$ cat config.mk
export PLATFORM = sky130hd
export DESIGN_NAME = alu_decode_stage_flat
export DESIGN_NICKNAME = d
export VERILOG_FILES = /design/src/rtl/alu_decode_stage_if.sv /design/src/rtl/alu_decode_stage.sv /design/src/flat_wrapper.sv
export SDC_FILE = /design/constraint.sdc
export NUM_CORES = 1
export LEC_CHECK = 0
export ABC_AREA = 1
export CAP_MARGIN = 20
export CORE_AREA = 2 2 130 132
export DETAILED_ROUTE_END_ITERATION = 8
export DIE_AREA = 0 0 132 134
export HOLD_SLACK_MARGIN = 0.05
export PLACE_DENSITY = 0.77
export SLEW_MARGIN = 20
export SYNTH_ARGS = -nofsm -noshare
export SYNTH_HDL_FRONTEND = slang
export SYNTH_SLANG_ARGS = --single-unit
$ cat constraint.sdc
create_clock -name clk -period 1.62 [get_ports clk]
set_input_delay 0.405 -clock clk [delete_from_list [all_inputs] [get_ports clk]]
set_output_delay 0.405 -clock clk [all_outputs]
set_load 0.03 [all_outputs]
$ cat src/rtl/alu_decode_stage_if.sv
// Decode-stage bus: fetch/regfile inputs, decoded ALU op outputs, valid/ready on both sides.
// master = decode stage, slave = surrounding fetch/ALU environment.
interface alu_decode_stage_if #(
  parameter int unsigned DATA_W  = 32,
  parameter int unsigned RADDR_W = 5
);
  logic               in_valid;
  logic               in_ready;
  logic [31:0]        instr;
  logic [DATA_W-1:0]  pc;
  logic [DATA_W-1:0]  rs1_data;
  logic [DATA_W-1:0]  rs2_data;
  logic               flush;
  logic               out_valid;
  logic               out_ready;
  logic [3:0]         alu_sel;
  logic [DATA_W-1:0]  op_a;
  logic [DATA_W-1:0]  op_b;
  logic [RADDR_W-1:0] rd_addr;
  logic               reg_write;
  logic               is_branch;
  logic [2:0]         br_funct3;
  logic [DATA_W-1:0]  link_addr;
  logic               illegal;

  modport master (
    input  in_valid, instr, pc, rs1_data, rs2_data, flush, out_ready,
    output in_ready, out_valid, alu_sel, op_a, op_b, rd_addr, reg_write,
           is_branch, br_funct3, link_addr, illegal
  );

  modport slave (
    output in_valid, instr, pc, rs1_data, rs2_data, flush, out_ready,
    input  in_ready, out_valid, alu_sel, op_a, op_b, rd_addr, reg_write,
           is_branch, br_funct3, link_addr, illegal
  );
endinterface

$ cat src/rtl/alu_decode_stage.sv
// Registered RV32I decode stage feeding the ALU (ALUsel + operands), valid/ready handshake.
// Ports: clk, rst_n (sync, active-low), bus (alu_decode_stage_if.master).
// Optional SKID_BUF_EN: one skid entry, in_ready becomes a register output.
module alu_decode_stage #(
  parameter int unsigned DATA_W  = 32,
  parameter int unsigned RADDR_W = 5
) (
  input  logic                clk,
  input  logic                rst_n,
  alu_decode_stage_if.master  bus
);

  localparam logic [3:0] ALU_AND  = 4'd0;
  localparam logic [3:0] ALU_OR   = 4'd1;
  localparam logic [3:0] ALU_ADD  = 4'd2;
  localparam logic [3:0] ALU_ADD0 = 4'd3;
  localparam logic [3:0] ALU_SLL  = 4'd4;
  localparam logic [3:0] ALU_SRL  = 4'd5;
  localparam logic [3:0] ALU_SUB  = 4'd6;
  localparam logic [3:0] ALU_SLTU = 4'd7;
  localparam logic [3:0] ALU_SLT  = 4'd8;
  localparam logic [3:0] ALU_SRA  = 4'd9;
  localparam logic [3:0] ALU_JALR = 4'd10;
  localparam logic [3:0] ALU_XOR  = 4'd11;

  localparam logic [6:0] OPC_OP     = 7'b0110011;
  localparam logic [6:0] OPC_OP_IMM = 7'b0010011;
  localparam logic [6:0] OPC_LUI    = 7'b0110111;
  localparam logic [6:0] OPC_AUIPC  = 7'b0010111;
  localparam logic [6:0] OPC_JAL    = 7'b1101111;
  localparam logic [6:0] OPC_JALR   = 7'b1100111;
  localparam logic [6:0] OPC_BRANCH = 7'b1100011;
  localparam logic [6:0] OPC_LOAD   = 7'b0000011;
  localparam logic [6:0] OPC_STORE  = 7'b0100011;

  localparam logic [6:0] F7_ZERO = 7'b0000000;
  localparam logic [6:0] F7_ALT  = 7'b0100000;

  typedef struct packed {
    logic [3:0]         alu_sel;
    logic [DATA_W-1:0]  op_a;
    logic [DATA_W-1:0]  op_b;
    logic [RADDR_W-1:0] rd_addr;
    logic               reg_write;
    logic               is_branch;
    logic [2:0]         br_funct3;
    logic [DATA_W-1:0]  link_addr;
    logic               illegal;
  } dec_t;

  logic [6:0]        opcode;
  logic [2:0]        funct3;
  logic [6:0]        funct7;
  logic [DATA_W-1:0] imm_i;
  logic [DATA_W-1:0] imm_s;
  logic [DATA_W-1:0] imm_u;
  logic [DATA_W-1:0] imm_j;
  logic [DATA_W-1:0] shamt;

  assign opcode = bus.instr[6:0];
  assign funct3 = bus.instr[14:12];
  assign funct7 = bus.instr[31:25];
  assign imm_i  = {{20{bus.instr[31]}}, bus.instr[31:20]};
  assign imm_s  = {{20{bus.instr[31]}}, bus.instr[31:25], bus.instr[11:7]};
  assign imm_u  = {bus.instr[31:12], 12'b0};
  assign imm_j  = {{12{bus.instr[31]}}, bus.instr[19:12], bus.instr[20], bus.instr[30:21], 1'b0};
  assign shamt  = {27'b0, bus.instr[24:20]};

  dec_t dec;
  logic legal;
  logic writes;

  always_comb begin
    dec           = '0;
    dec.alu_sel   = ALU_ADD;
    dec.rd_addr   = bus.instr[11:7];
    dec.link_addr = bus.pc + DATA_W'(4);
    legal         = 1'b1;
    writes        = 1'b0;

    case (opcode)
      OPC_OP: begin
        dec.op_a = bus.rs1_data;
        dec.op_b = bus.rs2_data;
        writes   = 1'b1;
        case ({funct7, funct3})
          {F7_ZERO, 3'b000}: dec.alu_sel = ALU_ADD;
          {F7_ALT,  3'b000}: dec.alu_sel = ALU_SUB;
          {F7_ZERO, 3'b001}: dec.alu_sel = ALU_SLL;
          {F7_ZERO, 3'b010}: dec.alu_sel = ALU_SLT;
          {F7_ZERO, 3'b011}: dec.alu_sel = ALU_SLTU;
          {F7_ZERO, 3'b100}: dec.alu_sel = ALU_XOR;
          {F7_ZERO, 3'b101}: dec.alu_sel = ALU_SRL;
          {F7_ALT,  3'b101}: dec.alu_sel = ALU_SRA;
          {F7_ZERO, 3'b110}: dec.alu_sel = ALU_OR;
          {F7_ZERO, 3'b111}: dec.alu_sel = ALU_AND;
          default:           legal = 1'b0;
        endcase
      end
      OPC_OP_IMM: begin
        dec.op_a = bus.rs1_data;
        dec.op_b = imm_i;
        writes   = 1'b1;
        case (funct3)
          3'b000: dec.alu_sel = ALU_ADD;
          3'b010: dec.alu_sel = ALU_SLT;
          3'b011: dec.alu_sel = ALU_SLTU;
          3'b100: dec.alu_sel = ALU_XOR;
          3'b110: dec.alu_sel = ALU_OR;
          3'b111: dec.alu_sel = ALU_AND;
          3'b001: begin
            dec.op_b    = shamt;
            dec.alu_sel = ALU_SLL;
            legal       = (funct7 == F7_ZERO);
          end
          default: begin
            dec.op_b = shamt;
            if (funct7 == F7_ZERO)     dec.alu_sel = ALU_SRL;
            else if (funct7 == F7_ALT) dec.alu_sel = ALU_SRA;
            else                       legal = 1'b0;
          end
        endcase
      end
      OPC_LUI: begin
        dec.alu_sel = ALU_ADD0;
        dec.op_b    = imm_u;
        writes      = 1'b1;
      end
      OPC_AUIPC: begin
        dec.op_a = bus.pc;
        dec.op_b = imm_u;
        writes   = 1'b1;
      end
      OPC_JAL: begin
        dec.op_a = bus.pc;
        dec.op_b = imm_j;
        writes   = 1'b1;
      end
      OPC_JALR: begin
        dec.alu_sel = ALU_JALR;
        dec.op_a    = bus.rs1_data;
        dec.op_b    = imm_i;
        writes      = 1'b1;
        legal       = (funct3 == 3'b000);
      end
      OPC_BRANCH: begin
        dec.op_a      = bus.rs1_data;
        dec.op_b      = bus.rs2_data;
        dec.is_branch = 1'b1;
        dec.br_funct3 = funct3;
        case (funct3)
          3'b000, 3'b001: dec.alu_sel = ALU_SUB;
          3'b100, 3'b101: dec.alu_sel = ALU_SLT;
          3'b110, 3'b111: dec.alu_sel = ALU_SLTU;
          default:        legal = 1'b0;
        endcase
      end
      OPC_LOAD: begin
        dec.op_a = bus.rs1_data;
        dec.op_b = imm_i;
        writes   = 1'b1;
        legal    = (funct3 != 3'b011) && (funct3 != 3'b110) && (funct3 != 3'b111);
      end
      OPC_STORE: begin
        dec.op_a = bus.rs1_data;
        dec.op_b = imm_s;
        legal    = (funct3 == 3'b000) || (funct3 == 3'b001) || (funct3 == 3'b010);
      end
      default: legal = 1'b0;
    endcase

    if (legal) begin
      dec.reg_write = writes && (bus.instr[11:7] != 5'd0);
    end else begin
      dec.alu_sel   = ALU_ADD;
      dec.op_a      = '0;
      dec.op_b      = '0;
      dec.reg_write = 1'b0;
      dec.is_branch = 1'b0;
      dec.br_funct3 = '0;
      dec.illegal   = 1'b1;
    end
  end

  dec_t out_q;
  logic out_valid;
  logic in_ready;
  logic accept;

`ifdef SKID_BUF_EN
  dec_t skid_q;
  logic skid_valid;

  assign in_ready = !skid_valid;
  assign accept   = bus.in_valid && in_ready;

  // Skid only fills while the output is stalled; it drains before any new accept.
  always_ff @(posedge clk) begin
    if (!rst_n) begin
      out_valid  <= 1'b0;
      out_q      <= '0;
      skid_valid <= 1'b0;
      skid_q     <= '0;
    end else if (bus.flush) begin
      out_valid  <= 1'b0;
      skid_valid <= 1'b0;
    end else if (out_valid && !bus.out_ready) begin
      if (accept) begin
        skid_valid <= 1'b1;
        skid_q     <= dec;
      end
    end else if (skid_valid) begin
      out_q      <= skid_q;
      out_valid  <= 1'b1;
      skid_valid <= 1'b0;
    end else if (accept) begin
      out_q     <= dec;
      out_valid <= 1'b1;
    end else begin
      out_valid <= 1'b0;
    end
  end
`else
  assign in_ready = !out_valid || bus.out_ready;
  assign accept   = bus.in_valid && in_ready;

  always_ff @(posedge clk) begin
    if (!rst_n) begin
      out_valid <= 1'b0;
      out_q     <= '0;
    end else if (bus.flush) begin
      out_valid <= 1'b0;
    end else if (accept) begin
      out_q     <= dec;
      out_valid <= 1'b1;
    end else if (bus.out_ready) begin
      out_valid <= 1'b0;
    end
  end
`endif

  assign bus.in_ready  = in_ready;
  assign bus.out_valid = out_valid;
  assign bus.alu_sel   = out_q.alu_sel;
  assign bus.op_a      = out_q.op_a;
  assign bus.op_b      = out_q.op_b;
  assign bus.rd_addr   = out_q.rd_addr;
  assign bus.reg_write = out_q.reg_write;
  assign bus.is_branch = out_q.is_branch;
  assign bus.br_funct3 = out_q.br_funct3;
  assign bus.link_addr = out_q.link_addr;
  assign bus.illegal   = out_q.illegal;

endmodule

$ cat src/flat_wrapper.sv
// flat-port wrapper written by rule: the top's interface ports become plain ports
module alu_decode_stage_flat 
#(
  parameter int unsigned DATA_W  = 32,
  parameter int unsigned RADDR_W = 5
)
  (clk, rst_n, bus_in_valid, bus_instr, bus_pc, bus_rs1_data, bus_rs2_data, bus_flush, bus_out_ready, bus_in_ready, bus_out_valid, bus_alu_sel, bus_op_a, bus_op_b, bus_rd_addr, bus_reg_write, bus_is_branch, bus_br_funct3, bus_link_addr, bus_illegal);
  alu_decode_stage_if #(.DATA_W(DATA_W), .RADDR_W(RADDR_W)) bus_i ();
  input  logic clk;
  input  logic rst_n;
  input wire logic [$bits(bus_i.in_valid)-1:0] bus_in_valid;
  input wire logic [$bits(bus_i.instr)-1:0] bus_instr;
  input wire logic [$bits(bus_i.pc)-1:0] bus_pc;
  input wire logic [$bits(bus_i.rs1_data)-1:0] bus_rs1_data;
  input wire logic [$bits(bus_i.rs2_data)-1:0] bus_rs2_data;
  input wire logic [$bits(bus_i.flush)-1:0] bus_flush;
  input wire logic [$bits(bus_i.out_ready)-1:0] bus_out_ready;
  output wire logic [$bits(bus_i.in_ready)-1:0] bus_in_ready;
  output wire logic [$bits(bus_i.out_valid)-1:0] bus_out_valid;
  output wire logic [$bits(bus_i.alu_sel)-1:0] bus_alu_sel;
  output wire logic [$bits(bus_i.op_a)-1:0] bus_op_a;
  output wire logic [$bits(bus_i.op_b)-1:0] bus_op_b;
  output wire logic [$bits(bus_i.rd_addr)-1:0] bus_rd_addr;
  output wire logic [$bits(bus_i.reg_write)-1:0] bus_reg_write;
  output wire logic [$bits(bus_i.is_branch)-1:0] bus_is_branch;
  output wire logic [$bits(bus_i.br_funct3)-1:0] bus_br_funct3;
  output wire logic [$bits(bus_i.link_addr)-1:0] bus_link_addr;
  output wire logic [$bits(bus_i.illegal)-1:0] bus_illegal;
  assign bus_i.in_valid = bus_in_valid;
  assign bus_i.instr = bus_instr;
  assign bus_i.pc = bus_pc;
  assign bus_i.rs1_data = bus_rs1_data;
  assign bus_i.rs2_data = bus_rs2_data;
  assign bus_i.flush = bus_flush;
  assign bus_i.out_ready = bus_out_ready;
  assign bus_in_ready = bus_i.in_ready;
  assign bus_out_valid = bus_i.out_valid;
  assign bus_alu_sel = bus_i.alu_sel;
  assign bus_op_a = bus_i.op_a;
  assign bus_op_b = bus_i.op_b;
  assign bus_rd_addr = bus_i.rd_addr;
  assign bus_reg_write = bus_i.reg_write;
  assign bus_is_branch = bus_i.is_branch;
  assign bus_br_funct3 = bus_i.br_funct3;
  assign bus_link_addr = bus_i.link_addr;
  assign bus_illegal = bus_i.illegal;
  alu_decode_stage #(.DATA_W(DATA_W), .RADDR_W(RADDR_W)) u_core (.clk(clk), .rst_n(rst_n), .bus(bus_i));
endmodule
### Yosys cells after proc, flatten, opt, wreduce, memory -nomap -nowiden

Cells that the tools add are included.

| cells by class | value |
|---|---|
| equal/unequal tests | 29 |
| multiplexer cells | 23 |
| bitwise operators | 2 |
| reductions and logical operators | 28 |
| add/subtract/negate cells | 1 |

Operator list:

| kind | number |
|---|---|
| 32-bit case mux with 6 select lines | 1 |
| 68-bit two-way mux | 1 |
| 32-bit case mux with 2 select lines | 1 |
| 10-bit by 3-bit equality test with 1-bit output (second input constant) | 4 |
| 4-bit case mux with 9 select lines | 1 |
| 32-bit by 3-bit adder with 32-bit output (second input constant) | 1 |
| 32-bit two-way mux | 1 |
| 7-bit by 6-bit equality test with 1-bit output (second input constant) | 4 |
| 4-bit case mux with 7 select lines | 1 |
| 7-bit equality test (second input constant) | 3 |
| 10-bit by 2-bit equality test with 1-bit output (second input constant) | 2 |
| 10-bit by 9-bit equality test with 1-bit output (second input constant) | 2 |
| 4-bit case mux with 5 select lines | 1 |
| 6-bit OR reduction | 3 |
| 4-bit two-way mux | 4 |
| 2-bit OR reduction | 8 |
| 7-bit by 5-bit equality test with 1-bit output (second input constant) | 2 |
| 3-bit equality test (second input constant) | 4 |
| 4-bit case mux with 3 select lines | 1 |
| 10-bit by 1-bit equality test with 1-bit output (second input constant) | 1 |
| 10-bit logical NOT | 1 |
| 10-bit OR reduction | 1 |
| 1-bit two-way mux | 9 |
| 7-bit by 2-bit equality test with 1-bit output (second input constant) | 1 |
| other kinds (17) | 25 |

| word-level totals | value |
|---|---|
| bits of input ports | 133 |
| logic and storage cells | 93 |
| register bits after elaboration | 112 |

### Logic depth before layout (Yosys ltp)

Gate-level depths: netlist of the first run.

| logic depth | value |
|---|---|
| depth after elaboration | 6 |
| mapped depth | 13 |

### Least setup slack after synthesis of the first run

OpenSTA, ideal clock, no wires.

| path | value |
|---|---|
| path type | input port to flip-flop |
| start point | input bus_instr[1] |
| end point | register u_core.out_q, in the netlist u_core.bus.op_b[5] |
| arrival | 1670 ps |
| cell stages on the path | 12 |
| data required time | 1550 ps |
| setup slack | -120 ps |
| cell sequence | nand2_1 -> nor3_4 -> nand2_2 -> nand2_2 -> buf_6 -> nor2_2 -> nand2_2 -> nand2_2 -> buf_6 -> a21oi_1 -> nand2_1 -> a21oi_1 |

| between the ends | value |
|---|---|
| cells in the longest elaborated chain, start to end | 4 |
| elaborated cells on any way between the ends | 16 |
| those cells by class | eq/ne (9); mux (3); reduce/logical (4) |

Ends and longest elaborated chain:

| what | line | RTL |
|---|---|---|
| start, declared | flat_wrapper.sv:12 | `input wire logic [$bits(bus_i.instr)-1:0] bus_instr;` |
| 7-bit by 6-bit equality test with 1-bit output, or another cell as far along | alu_decode_stage.sv:81 | `case (opcode)` |
| 3-bit OR reduction (no line) / 2-bit OR reduction (equally long branches) | - |  |
| 1-bit case mux with 7 select lines / 32-bit case mux with 6 select lines (equally long branches) | alu_decode_stage.sv:81 |  |
| 68-bit two-way mux * | alu_decode_stage.sv:172 | `if (legal) begin` |
| end signal, assigned | alu_decode_stage.sv:230 | `out_q <= '0;` |
| end signal, assigned | alu_decode_stage.sv:234 | `out_q <= dec;` |
| end, declared | alu_decode_stage.sv:185 | `dec_t out_q;` |

Mark *: on every way between the ends. The rest lies on a longest branch, timed or not.
A chain may end at the register's enable or synchronous reset.

### Worst setup path after layout of the first run

| path | value |
|---|---|
| start point | input bus_instr[4] |
| end point | register u_core.out_q, in the netlist u_core.bus.op_b[10] |

The elaborated chain is that of the path after synthesis.

==> results of run 1 <==
[flip-flops by register name, indices dropped and copies added (netlist names)]
name / cells
u_core.bus.link_addr: 32
u_core.bus.op_a: 32
u_core.bus.op_b: 32
u_core.bus.rd_addr: 5
u_core.bus.alu_sel: 4
u_core.bus.br_funct3: 3
u_core.bus.illegal: 1
u_core.bus.is_branch: 1
u_core.bus.out_valid: 1
u_core.bus.reg_write: 1
[placed cells by master, fill, tap and decap left out, types with 6 or more instances in the layout]
master,Yosys,routed
nor2_1,86,55
nand2_2,5,51
buf_16,0,7
nand2_1,319,244
nand2_4,0,26
dfxtp_1,112,111
o21ai_0,34,25
buf_4,8,196
dlymetal6s2s_1,0,10
xor2_1,15,15
o211ai_1,8,8
nor3_1,15,6
clkbuf_2,0,12
nor2_2,5,15
clkbuf_16,0,15
nand3_4,0,8
nand3_2,0,29
inv_2,16,12
nand3_1,98,61
inv_1,72,69
dlygate4sd2_1,0,110
o21ai_2,1,9
nor2_4,0,21
nor3_4,1,9
nor3_2,5,6
a21oi_1,119,58
nand4_1,28,28
buf_12,0,30
clkdlybuf4s50_1,0,85
buf_6,2,32
a21oi_2,9,67
o21ai_1,22,22
[path summary, 6_finish.rpt]
check	from	to	slack [ns]
min reg2reg	u_core.bus.op_a[27]$_SDFFE_PN0P_	u_core.bus.op_a[27]$_SDFFE_PN0P_	0.46
min	bus_flush	u_core.bus.out_valid$_SDFFE_PP0P_	0.30
max reg2reg	u_core.bus.out_valid$_SDFFE_PP0P_	u_core.bus.link_addr[25]$_SDFFE_PN0P_	0.01
max	bus_instr[4]	u_core.bus.op_b[10]$_SDFFE_PN0P_	-0.11
[layout make-up]
cell class	instances	area [sq um]	share of cell area
Antenna cell	1	2.502	0.0001914
Clock buffer	9	225.2	0.01723
Clock inverter	6	56.30	0.004307
Inverter	89	374.1	0.02862
Multi-Input combinational cell	794	4949	0.3785
Sequential cell	112	2243	0.1716
Tap cell	220	275.3	0.02106
Timing Repair Buffer	501	4947	0.3784
[kinds of logic (layout without fill, tap and decap cells)]
family,count (synthesis),count (layout),synth area share
adders and majority gates,1,1,0.001897
xor gates and xnor gates,16,16,0.02125
buffers and inverters,153,605,0.09655
other,0,1,0
AOI/OAI and AO/OA,200,200,0.1631
DFF,112,112,0.3399
and+or+nand+nor,577,577,0.3773
[where the power goes]
part	internal, mW	switching, mW	total (mW)
clock network	1.07	1.19	2.26
logic	0.874	1.01	1.88
registers	2.82	0.0478	2.87
[worst reg2reg max path: cells and delay by family (launching register included)]
| family | cells | cell delay [ns] |
|---|---|---|
| buf+inv | 5 | 0.66 |
| simple gates | 4 | 0.51 |
| flops | 1 | 0.32 |
[metrics by stage]
stage	instance area [sq um]	worst slack, ns	hold slack, ns
final	13070	-0.1062	0.3045
after global routing	13070	-0.1994	0.3065
after CTS	12300	-0.1491	0.4626
after detailed placement	10870	-0.8057	0.4534
after global placement	10870	-0.7620	0.4493
after floorplan	6803	-0.08841	0.4760
[what timing repair did]
| action | CTS | global route |
|---|---|---|
| setup endpoints to repair | 210 | 100 |
| resized for setup | 378 | 227 |
| endpoints found under the hold margin | 0 | 0 |
| pin swaps | 69 | 98 |
| buffers inserted | 42 | 13 |
| gates cloned | 11 | 6 |
[routing by layer]
metal / global-route usage / part of all wire
met1: 0.4135 / 0.37
met4: 0.1830 / 0.061
met5: 0 / 0
met3: 0.06274 / 0.090
met2: 0.5796 / 0.48
==> impl_metrics.yaml, run 1 <==
place:
  place_hpwl_mm: 20.85
  port_buffers: 245
  gp_congestion: 0.9472
  dpl.cell_count: 1652
critical_path:
  cp-end-kind: "flip-flop"
  crit_chain: "buf_6 > inv_4 > buf_4 > nor2_4 > nand2_2 > nand2_4 > nor2_2 > nand2_2 > nor2_4 > nand2_8 > buf_6 > buf_12 > buf_16 > nand2_1 > a21oi_1"
  crit_buf_inv: 6
  critPathSlowestCell: "nor2_4"
  startpoint_type: "input pin"
  path_delay_family: "simple AND/OR/NAND/NOR gates"
  worst_r2r_path_depth: 9
  cp.required_ns: 1.88
  worstSetupPathDepth: 15
  cp_max_fo: 8
  slowest_delay_ns: 0.18
  arrival_ns: 1.98
  critPathKind: "in -> reg"
timing:
  fin_ws_ns: -0.1062
  fmaxAchievable_mhz: 579.3
  hold_viol: 0
  drv_slew: 0
  fin_crit_sh: 1.066
  setup_viol: 59
  period_needed_ns: 1.726
  slew_headroom: 0.7467
  fin_setup_tns_ns: -3.641
  skew_ns: 0.005461
  tightest_slew_ns: 0.3765
  grt_setup_unrepaired: "true"
routing:
  drc: 0
  ant_nets: 0
  wl_per_cell_um: 20.07
  drt-total-wl_mm: 34.75
  vias: 9890
  first_pass_iters: 6
  vias_per_cell: 5.710
  drt_iter0_markers: 971
global_routing:
  overflow: 0
  antenna_found_initial: 1
  track_usage: 0.3421
  grt_pass1_vias: 9351
  grt_first_pass_wirelength_mm: 47.96
  grt_start_max_net_pins: 40
hold_path:
  whs_path_depth: 2
  hp-class: "in -> reg"
yosys:
  synth_area_leader_cell: "dfxtp_1"
  netlist.area_leader.share: 0.3399
  synth_most_common_cell: "nand2_1"
  synthesis.area_sq_mm: 0.006596
  synth_fp_nets: 1193
  synthArstFlopShare: 0
  ys_ff_latch: 112
  synthTopCellsByArea: "dfxtp_1 (34%), nand2_1 (18%), a21oi_1 (9.0%), nand3_1 (7.4%), nor2_1 (4.9%)"
  ys.flop_type: "dfxtp_1"
  syn_inst: 1059
  synth_edf_count: 0
  avgSynthCellArea_sq_um: 6.229
  yosys-top-cells-count: "nand2_1 (319), a21oi_1 (119), dfxtp_1 (112)"
  synth_seq_area_share: 0.3399
  yosys.cell_types.count: 37
  yosysWarnings: 0
floorplan:
  die_h_um: 134
  core_sq_mm: 0.01629
  row_count: 47
  fp.dieW_um: 132
  io_pins: 246
  dieArea_sq_mm: 0.01769
  start_util: 0.4049
clock_tree:
  cts_max_level: 3
  cts_tree: "done"
  clockBufferDepth: 2
  cts_buffers: 9
  clkLatencyLatePin_ns: 0.37
  cts_root_buffer: "clkbuf_16"
  cts_hold_buf: 0
  clkSinkCount: 112
  clk_pin_slew_ns: 0.08
outcome:
  status: "complete, but fails checks"
  violations: "negative setup slack"
flow_run:
  maxCapViolations: 0
layout:
  fillers: 1024
  nNetsFinal: 1641
  syn_to_final_growth_pct: 98.18
  post-route-util: 0.8025
  fin_cells: 1732
  drive_above_1_share: 0.3891
pwr:
  power_density_mw_per_mm2: 535.7
  worst_ir_drop_vdd_mv: 0.5993
  p_total_mw: 7.003
  p_leak_nw: 6.104
Note: power is estimated with default switching activity, not from simulation.
==> run 2, diff against run 1 <==
- GPL_TIMING_DRIVEN: default -> 1
==> results of run 2 <==
No change in the layout: final DEF, timing and power equal those of run 1.
